--- src/rtl/apb_pkg.sv ---
// ============================================================================
// Module      : apb_pkg
// Description : Shared types and defaults for the APB completer slice.
// Revision    : 1.0 - initial release
// ============================================================================
`default_nettype none

package apb_pkg;

    localparam int APB_ADDR_W = 8;
    localparam int APB_DATA_W = 8;

    typedef enum logic [1:0] {
        IDLE   = 2'b00,
        WAIT   = 2'b01,
        ACCESS = 2'b10
    } apb_state_e;

    // Why the current transfer will complete with PSLVERR set.
    typedef enum logic [1:0] {
        ERR_NONE  = 2'b00,
        ERR_RANGE = 2'b01,
        ERR_PROTO = 2'b10
    } apb_err_e;

    function automatic logic is_err(input apb_err_e cause);
        return cause != ERR_NONE;
    endfunction

endpackage

`default_nettype wire

--- src/rtl/apb_slave_regfile.sv ---
// ============================================================================
// Module      : apb_slave_regfile
// Description : DEPTH x DATA_W storage, synchronous write, combinational read.
// Revision    : 1.0 - initial release
// ============================================================================
`default_nettype none

module apb_slave_regfile #(
    parameter int DEPTH  = 256,
    parameter int DATA_W = 8,
    parameter int IDX_W  = 8
) (
    input  logic              clk_i,
    input  logic              rst_i,
    input  logic              we_i,
    input  logic [IDX_W-1:0]  waddr_i,
    input  logic [DATA_W-1:0] wdata_i,
    input  logic [IDX_W-1:0]  raddr_i,
    output logic [DATA_W-1:0] rdata_o
);

    logic [DATA_W-1:0] mem_q [DEPTH];

    always_ff @(posedge clk_i or posedge rst_i) begin
        if (rst_i) begin
            for (int i = 0; i < DEPTH; i++) begin
                mem_q[i] <= '0;
            end
        end else if (we_i) begin
            mem_q[waddr_i] <= wdata_i;
        end
    end

    assign rdata_o = mem_q[raddr_i];

endmodule

`default_nettype wire

--- src/rtl/apb_slave_mem.sv ---
// ============================================================================
// Module      : apb_slave_mem
// Description : APB completer with local register file, wait states, PSLVERR.
// Revision    : 1.0 - initial release
// ============================================================================
`default_nettype none

module apb_slave_mem
    import apb_pkg::*;
#(
    parameter int ADDR_W      = APB_ADDR_W,
    parameter int DATA_W      = APB_DATA_W,
    parameter int DEPTH       = 256,
    parameter int WAIT_CYCLES = 1
) (
    input  logic              PCLK,
    input  logic              PRST,
    input  logic              PSEL,
    input  logic              PENABLE,
    input  logic              PWRITE,
    input  logic [ADDR_W-1:0] PADDR,
    input  logic [DATA_W-1:0] PWDATA,
    output logic [DATA_W-1:0] PRDATA,
    output logic              PREADY,
    output logic              PSLVERR
);

    localparam int         IDX_W       = (DEPTH > 1) ? $clog2(DEPTH) : 1;
    localparam bit         HAS_WAIT    = (WAIT_CYCLES > 0);
    localparam logic [3:0] WAIT_INIT   = HAS_WAIT ? 4'(WAIT_CYCLES - 1) : 4'd0;

    apb_state_e        state_q,  state_d;
    apb_err_e          cause_q,  cause_d;
    logic [ADDR_W-1:0] addr_q,   addr_d;
    logic              write_q,  write_d;
    logic [DATA_W-1:0] wdata_q,  wdata_d;
    logic [3:0]        cnt_q,    cnt_d;
    logic [DATA_W-1:0] prdata_q, prdata_d;

    logic              mem_we;
    logic              addr_range_err;
    logic              inputs_match;
    logic [ADDR_W-1:0] raddr;
    logic [DATA_W-1:0] rdata;

    assign addr_range_err = (32'(PADDR) >= 32'(DEPTH));
    assign inputs_match   = (PADDR == addr_q) && (PWRITE == write_q) && (PWDATA == wdata_q);

    // ACCESS is only entered from IDLE (fresh PADDR) or from WAIT (where PADDR
    // already equals addr_q), so the read port can look ahead without a loop.
    assign raddr = (state_q == IDLE) ? PADDR : addr_q;

    apb_slave_regfile #(
        .DEPTH  (DEPTH),
        .DATA_W (DATA_W),
        .IDX_W  (IDX_W)
    ) u_regfile (
        .clk_i   (PCLK),
        .rst_i   (PRST),
        .we_i    (mem_we),
        .waddr_i (addr_q[IDX_W-1:0]),
        .wdata_i (wdata_q),
        .raddr_i (raddr[IDX_W-1:0]),
        .rdata_o (rdata)
    );

    always_ff @(posedge PCLK or posedge PRST) begin
        if (PRST) begin
            state_q  <= IDLE;
            cause_q  <= ERR_NONE;
            addr_q   <= '0;
            write_q  <= 1'b0;
            wdata_q  <= '0;
            cnt_q    <= '0;
            prdata_q <= '0;
        end else begin
            state_q  <= state_d;
            cause_q  <= cause_d;
            addr_q   <= addr_d;
            write_q  <= write_d;
            wdata_q  <= wdata_d;
            cnt_q    <= cnt_d;
            prdata_q <= prdata_d;
        end
    end

    always_comb begin
        state_d  = state_q;
        cause_d  = cause_q;
        addr_d   = addr_q;
        write_d  = write_q;
        wdata_d  = wdata_q;
        cnt_d    = cnt_q;
        prdata_d = prdata_q;
        mem_we   = 1'b0;

        case (state_q)
            IDLE: begin
                if (PSEL) begin
                    addr_d  = PADDR;
                    write_d = PWRITE;
                    wdata_d = PWDATA;
                    if (PENABLE) begin
                        cause_d = ERR_PROTO;
                        state_d = ACCESS;
                    end else begin
                        cause_d = addr_range_err ? ERR_RANGE : ERR_NONE;
                        if (HAS_WAIT && !addr_range_err) begin
                            cnt_d   = WAIT_INIT;
                            state_d = WAIT;
                        end else begin
                            state_d = ACCESS;
                        end
                    end
                end
            end

            WAIT: begin
                if (!PSEL || !inputs_match) begin
                    state_d = IDLE;
                end else if (PENABLE) begin
                    if (cnt_q == 4'd0) begin
                        state_d = ACCESS;
                    end else begin
                        cnt_d = cnt_q - 4'd1;
                    end
                end
            end

            ACCESS: begin
                if (!PSEL) begin
                    state_d = IDLE;
                end else if (PENABLE) begin
                    mem_we  = write_q && !is_err(cause_q);
                    state_d = IDLE;
                end
            end

            default: begin
                state_d = IDLE;
            end
        endcase

        if (state_d == ACCESS && state_q != ACCESS) begin
            prdata_d = (!write_d && !is_err(cause_d)) ? rdata : '0;
        end
    end

    assign PREADY  = (state_q == ACCESS);
    assign PSLVERR = (state_q == ACCESS) && is_err(cause_q);
    assign PRDATA  = prdata_q;

endmodule

`default_nettype wire
--- config.mk ---
export PLATFORM = sky130hd
export DESIGN_NAME = apb_slave_mem
export DESIGN_NICKNAME = d
export VERILOG_FILES = /design/src/rtl/apb_pkg.sv /design/src/rtl/apb_slave_regfile.sv /design/src/rtl/apb_slave_mem.sv
export SDC_FILE = /design/constraint.sdc
export NUM_CORES = 2
export LEC_CHECK = 0
export BUFFER_PORTS_ARGS = -buffer_cell sky130_fd_sc_hd__buf_2
export CAP_MARGIN = 10
export CELL_PAD_IN_SITES_DETAIL_PLACEMENT = 1
export CELL_PAD_IN_SITES_GLOBAL_PLACEMENT = 1
export CORE_MARGIN = 5
export CORE_UTILIZATION = 35
export CTS_CLUSTER_DIAMETER = 150
export DETAILED_ROUTE_END_ITERATION = 10
export HOLD_SLACK_MARGIN = 0.08
export PLACE_DENSITY = 0.6
export SLEW_MARGIN = 20
export SYNTH_ARGS = -nofsm -noshare
export SYNTH_HDL_FRONTEND = slang
export SYNTH_SLANG_ARGS = --single-unit
--- constraint.sdc ---
create_clock -name PCLK -period 120 [get_ports PCLK]
set_input_delay 24 -clock PCLK [delete_from_list [all_inputs] [get_ports PCLK]]
set_output_delay 24 -clock PCLK [all_outputs]
set_load 0.05 [all_outputs]
==> flow_summary.yaml <==
floorplan:
  ioPinCount: 31
  start_util: 0.352
  die_x_microns: 537
  core_area_sq_mm: 0.277
  dieArea_sq_mm: 0.289
  die_y_microns: 537
  placementRows: 193
logic_synthesis:
  yosys.cell_types.count: 91
  synth_edf_count: 0
  synthFlopType: "dfrtp_1"
  synth_fa_ha_area_frac: 0.000257
  ys_ff_latch: 2081
  yosys.area.top_type: "dfrtp_1"
  synth.avg_cell_area_sq_um: 12.3
  synth_top_area_share: 0.535
  synth-xor-area-share: 0.00180
  syn_inst: 7918
  synth_nets: 7941
  yosys.area_share.simple: 0.0963
  synth_mux_area_frac: 0.280
  synth-compound-area-share: 0.0548
  synth_top_family_by_area: "multiplexers"
  syn_area_sq_mm: 0.0974
  yosys_warnings: 0
  async_flop_share: 1.00
  synthTopCellsByArea: "dfrtp_1 53%, mux2_2 24%, nand2_1 5.2%, mux4_2 2.4%, mux2i_1 1.8%"
  seq_area_frac_synth: 0.535
placed_design:
  port_buffers: 30
  hpwl_microns: 233000
  gp_congestion: 0.860
drt:
  routed_via_density: 5.84
  vias: 68200
  drcViolationCount: 0
  drt_iter0_drc: 5509
  drt-pass1-iter-count: 5
  drt_wl_total_microns: 370000
  ant_nets: 0
  routedWlPerCell_microns: 31.7
min_path:
  hold_start: "cause_q[0]$_DFF_PP0_"
  whs_path_depth: 1
  hold_class: "flop to flop"
  hold_end: "cause_q[0]$_DFF_PP0_"
layout:
  fill_cells: 29000
  area_growth_pct: 12.0
  final_util: 0.394
  regArea_sq_mm: 0.0521
  final_layout_size_suffix_gt1_frac: 0.364
  fin_nets: 7792
  multiInputGateArea_sq_mm: 0.0425
pwr:
  combPwrFrac: 0.149
  power_density_mw_per_mm2: 15.7
  internal_power_mw: 1.18
  power_frac_clock: 0.430
  p_switching_mw: 0.527
  switching_share: 0.308
  power_leakage_nw: 50.6
  total_power_mw: 1.71
  ir_drop_uv: 13.9
  seq_power_share: 0.421
sta:
  fmax_ghz: 0.0346
  timing.hold.ws_ns: 0.490
  finalCriticalPeriod_ns: 28.89
  fin_crit_sh: 0.241
  slew_violations: 0
  hold_viol_final: 0
  worst_clock_skew_ns: 0.0420
  rsz0062_at_grt: "no"
  worst_slew_margin_rel: 0.171
  report.final.setup_viol: 0
  tns_ns: 0
  worst_pin_slew_ns: 1.24
worst_setup_path:
  reg2regPathDepth: 14
  critPathKind: "input port to flop"
  arrival_ns: 29.65
  worstReg2RegEnd: "PRDATA[7]$_DFFE_PP0P_"
  rr_startpoint: "state_q[1]$_DFF_PP0_"
  cp.required_ns: 120.77
  cp-start-kind: "input port"
  crit_fanout: 77
  crit_path_end_kind: "flop"
  rrSetupSlack_ns: 113.70
global_routing:
  grt_usage: 0.254
  grt_max_degree: 180
  grt_first_pass_wirelength_microns: 540000
  grt_pass1_vias: 72100
  antenna_found_initial: 28
  gr-total-overflow: 0
clocking:
  clock_sinks: 2081
  clockBufferDepth: 3
  cts_resized: 0
  cts_setup_buffers: 0
  clk_latency_ns: 0.89
  cts_buffers: 230
  cts_tree: "built"
  cts.reportedPaths.clkPinSlew_ns: 0.06
  cts_max_level: 4
  cts_hold_buf: 0
  clockRootBuffer: "clkbuf_16"
flow_run:
  max_cap_violations: 0
run_status:
  outcome: "finished, final reports clean"
==> synthesized netlist by cell type (23+ instances only) <==
| cell | number |
|---|---|
| dfrtp_1 | 2081 |
| mux2_2 | 2047 |
| nand2_1 | 1356 |
| nand3_1 | 328 |
| clkbuf_1 | 317 |
| mux2i_1 | 174 |
| a31oi_1 | 154 |
| buf_2 | 154 |
| nor2_1 | 142 |
| mux4_2 | 105 |
| and3_1 | 99 |
| a32oi_1 | 87 |
| a211oi_1 | 73 |
| a21oi_1 | 73 |
| buf_4 | 58 |
| nor2_2 | 56 |
| nand4_1 | 50 |
| a311oi_1 | 47 |
| o21ai_0 | 46 |
| buf_6 | 40 |
| o22ai_1 | 32 |
| o2111ai_1 | 23 |
==> sequential cells by signal, indices dropped and copies added, names as in the netlist <==
signal           count
addr_q               8
state_q              2
u_regfile.mem_q   2048
write_q              1
cnt_q                4
PRDATA               8
wdata_q              8
cause_q              2
==> power groups by stage <==
| stage | combinational (mW) | sequential, mW | clock (mW) |
|---|---|---|---|
| 4_1_cts | 0.251 | 0.718 | 0.747 |
| 6_report | 0.255 | 0.718 | 0.735 |
| 3_5_place_dp | 0.251 | 0.731 | 0 |
| 5_1_grt | 0.261 | 0.718 | 0.776 |
| 2_1_floorplan | 0.139 | 0.722 | 0 |
| 3_3_place_gp | 0.249 | 0.730 | 0 |
==> area by class of cell <==
| class | count | share of cell area |
|---|---|---|
| diodes | 17 | 0.000390 |
| clock buffers | 346 | 0.0631 |
| clock inverters | 78 | 0.00888 |
| inverters | 9 | 0.000379 |
| multi-input cells | 5227 | 0.390 |
| flip-flops and latches | 2081 | 0.478 |
| well taps | 3705 | 0.0425 |
| repair buffers | 220 | 0.0174 |
==> placed cells by master (no fill, tap or decap), types with 70 or more instances in the layout <==
cell type | synthesis | routed
nand2_1 | 1356 | 1356
a21oi_1 | 73 | 70
mux2_2 | 2047 | 2047
a211oi_1 | 73 | 73
clkbuf_16 | 0 | 233
buf_4 | 58 | 166
mux2i_1 | 174 | 173
dfrtp_1 | 2081 | 2073
nor2_1 | 142 | 118
and3_1 | 99 | 98
a32oi_1 | 87 | 87
nor2_2 | 56 | 71
a31oi_1 | 154 | 150
mux4_2 | 105 | 105
nand3_1 | 328 | 324
==> layer usage <==
metal	routed length [microns]	track usage	vias to the layer above
met5	34	0	-
met4	17800	0.107	6
met3	20000	0.0382	683
met2	171000	0.401	2083
met1	161000	0.349	37200
li1	-	-	28300
==> worst max-delay path by stage <==
stage / from / end / slack [ns] / depth (start not counted)
global placement: PADDR[2] / PRDATA[7]$_DFFE_PP0P_ / 90.25 / 14
CTS: PRST / wdata_q[1]$_DFFE_PP0P_ / 91.23 / 7
detailed placement: PRST / wdata_q[4]$_DFFE_PP0P_ / 90.27 / 7
floorplan: PRST / PRDATA[0]$_DFFE_PP0P_ / 37.21 / 1
finish: PADDR[2] / PRDATA[7]$_DFFE_PP0P_ / 91.11 / 14
global route: PRST / wdata_q[6]$_DFFE_PP0P_ / 90.81 / 9
==> critical path: stages <==
cell       delay (ns)
buf_2            0.18
or3b_2           0.45
buf_4            0.24
nand2_8          0.48
buf_12           0.54
buf_4            0.55
buf_4            0.53
mux4_2           0.39
mux2i_1          0.36
o22ai_1          0.15
a2111oi_2        0.59
a2bb2oi_1        0.69
a2bb2oi_1        0.24
o31ai_1          0.08
==> metrics by stage <==
stage          instances  cell area (sq um)  setup slack (ns)
3_3_place_gp       11200             101000             90.25
2_1_floorplan       7918              97400             37.21
3_5_place_dp       11200             101000             90.27
6_report           11700             109000             91.11
4_1_cts            11700             109000             91.23
5_1_grt            11700             109000             90.81
==> logic make-up (layout without fill, tap and decap cells) <==
kind of cell,after synthesis,in the layout
compound gates,722,722
xor+xnor,20,20
fa+ha+maj,2,2
buf+inv,610,653
flops,2081,2081
mux,2333,2333
other cells,0,17
simple gates,2150,2150
(Power assumes the default switching activity.)
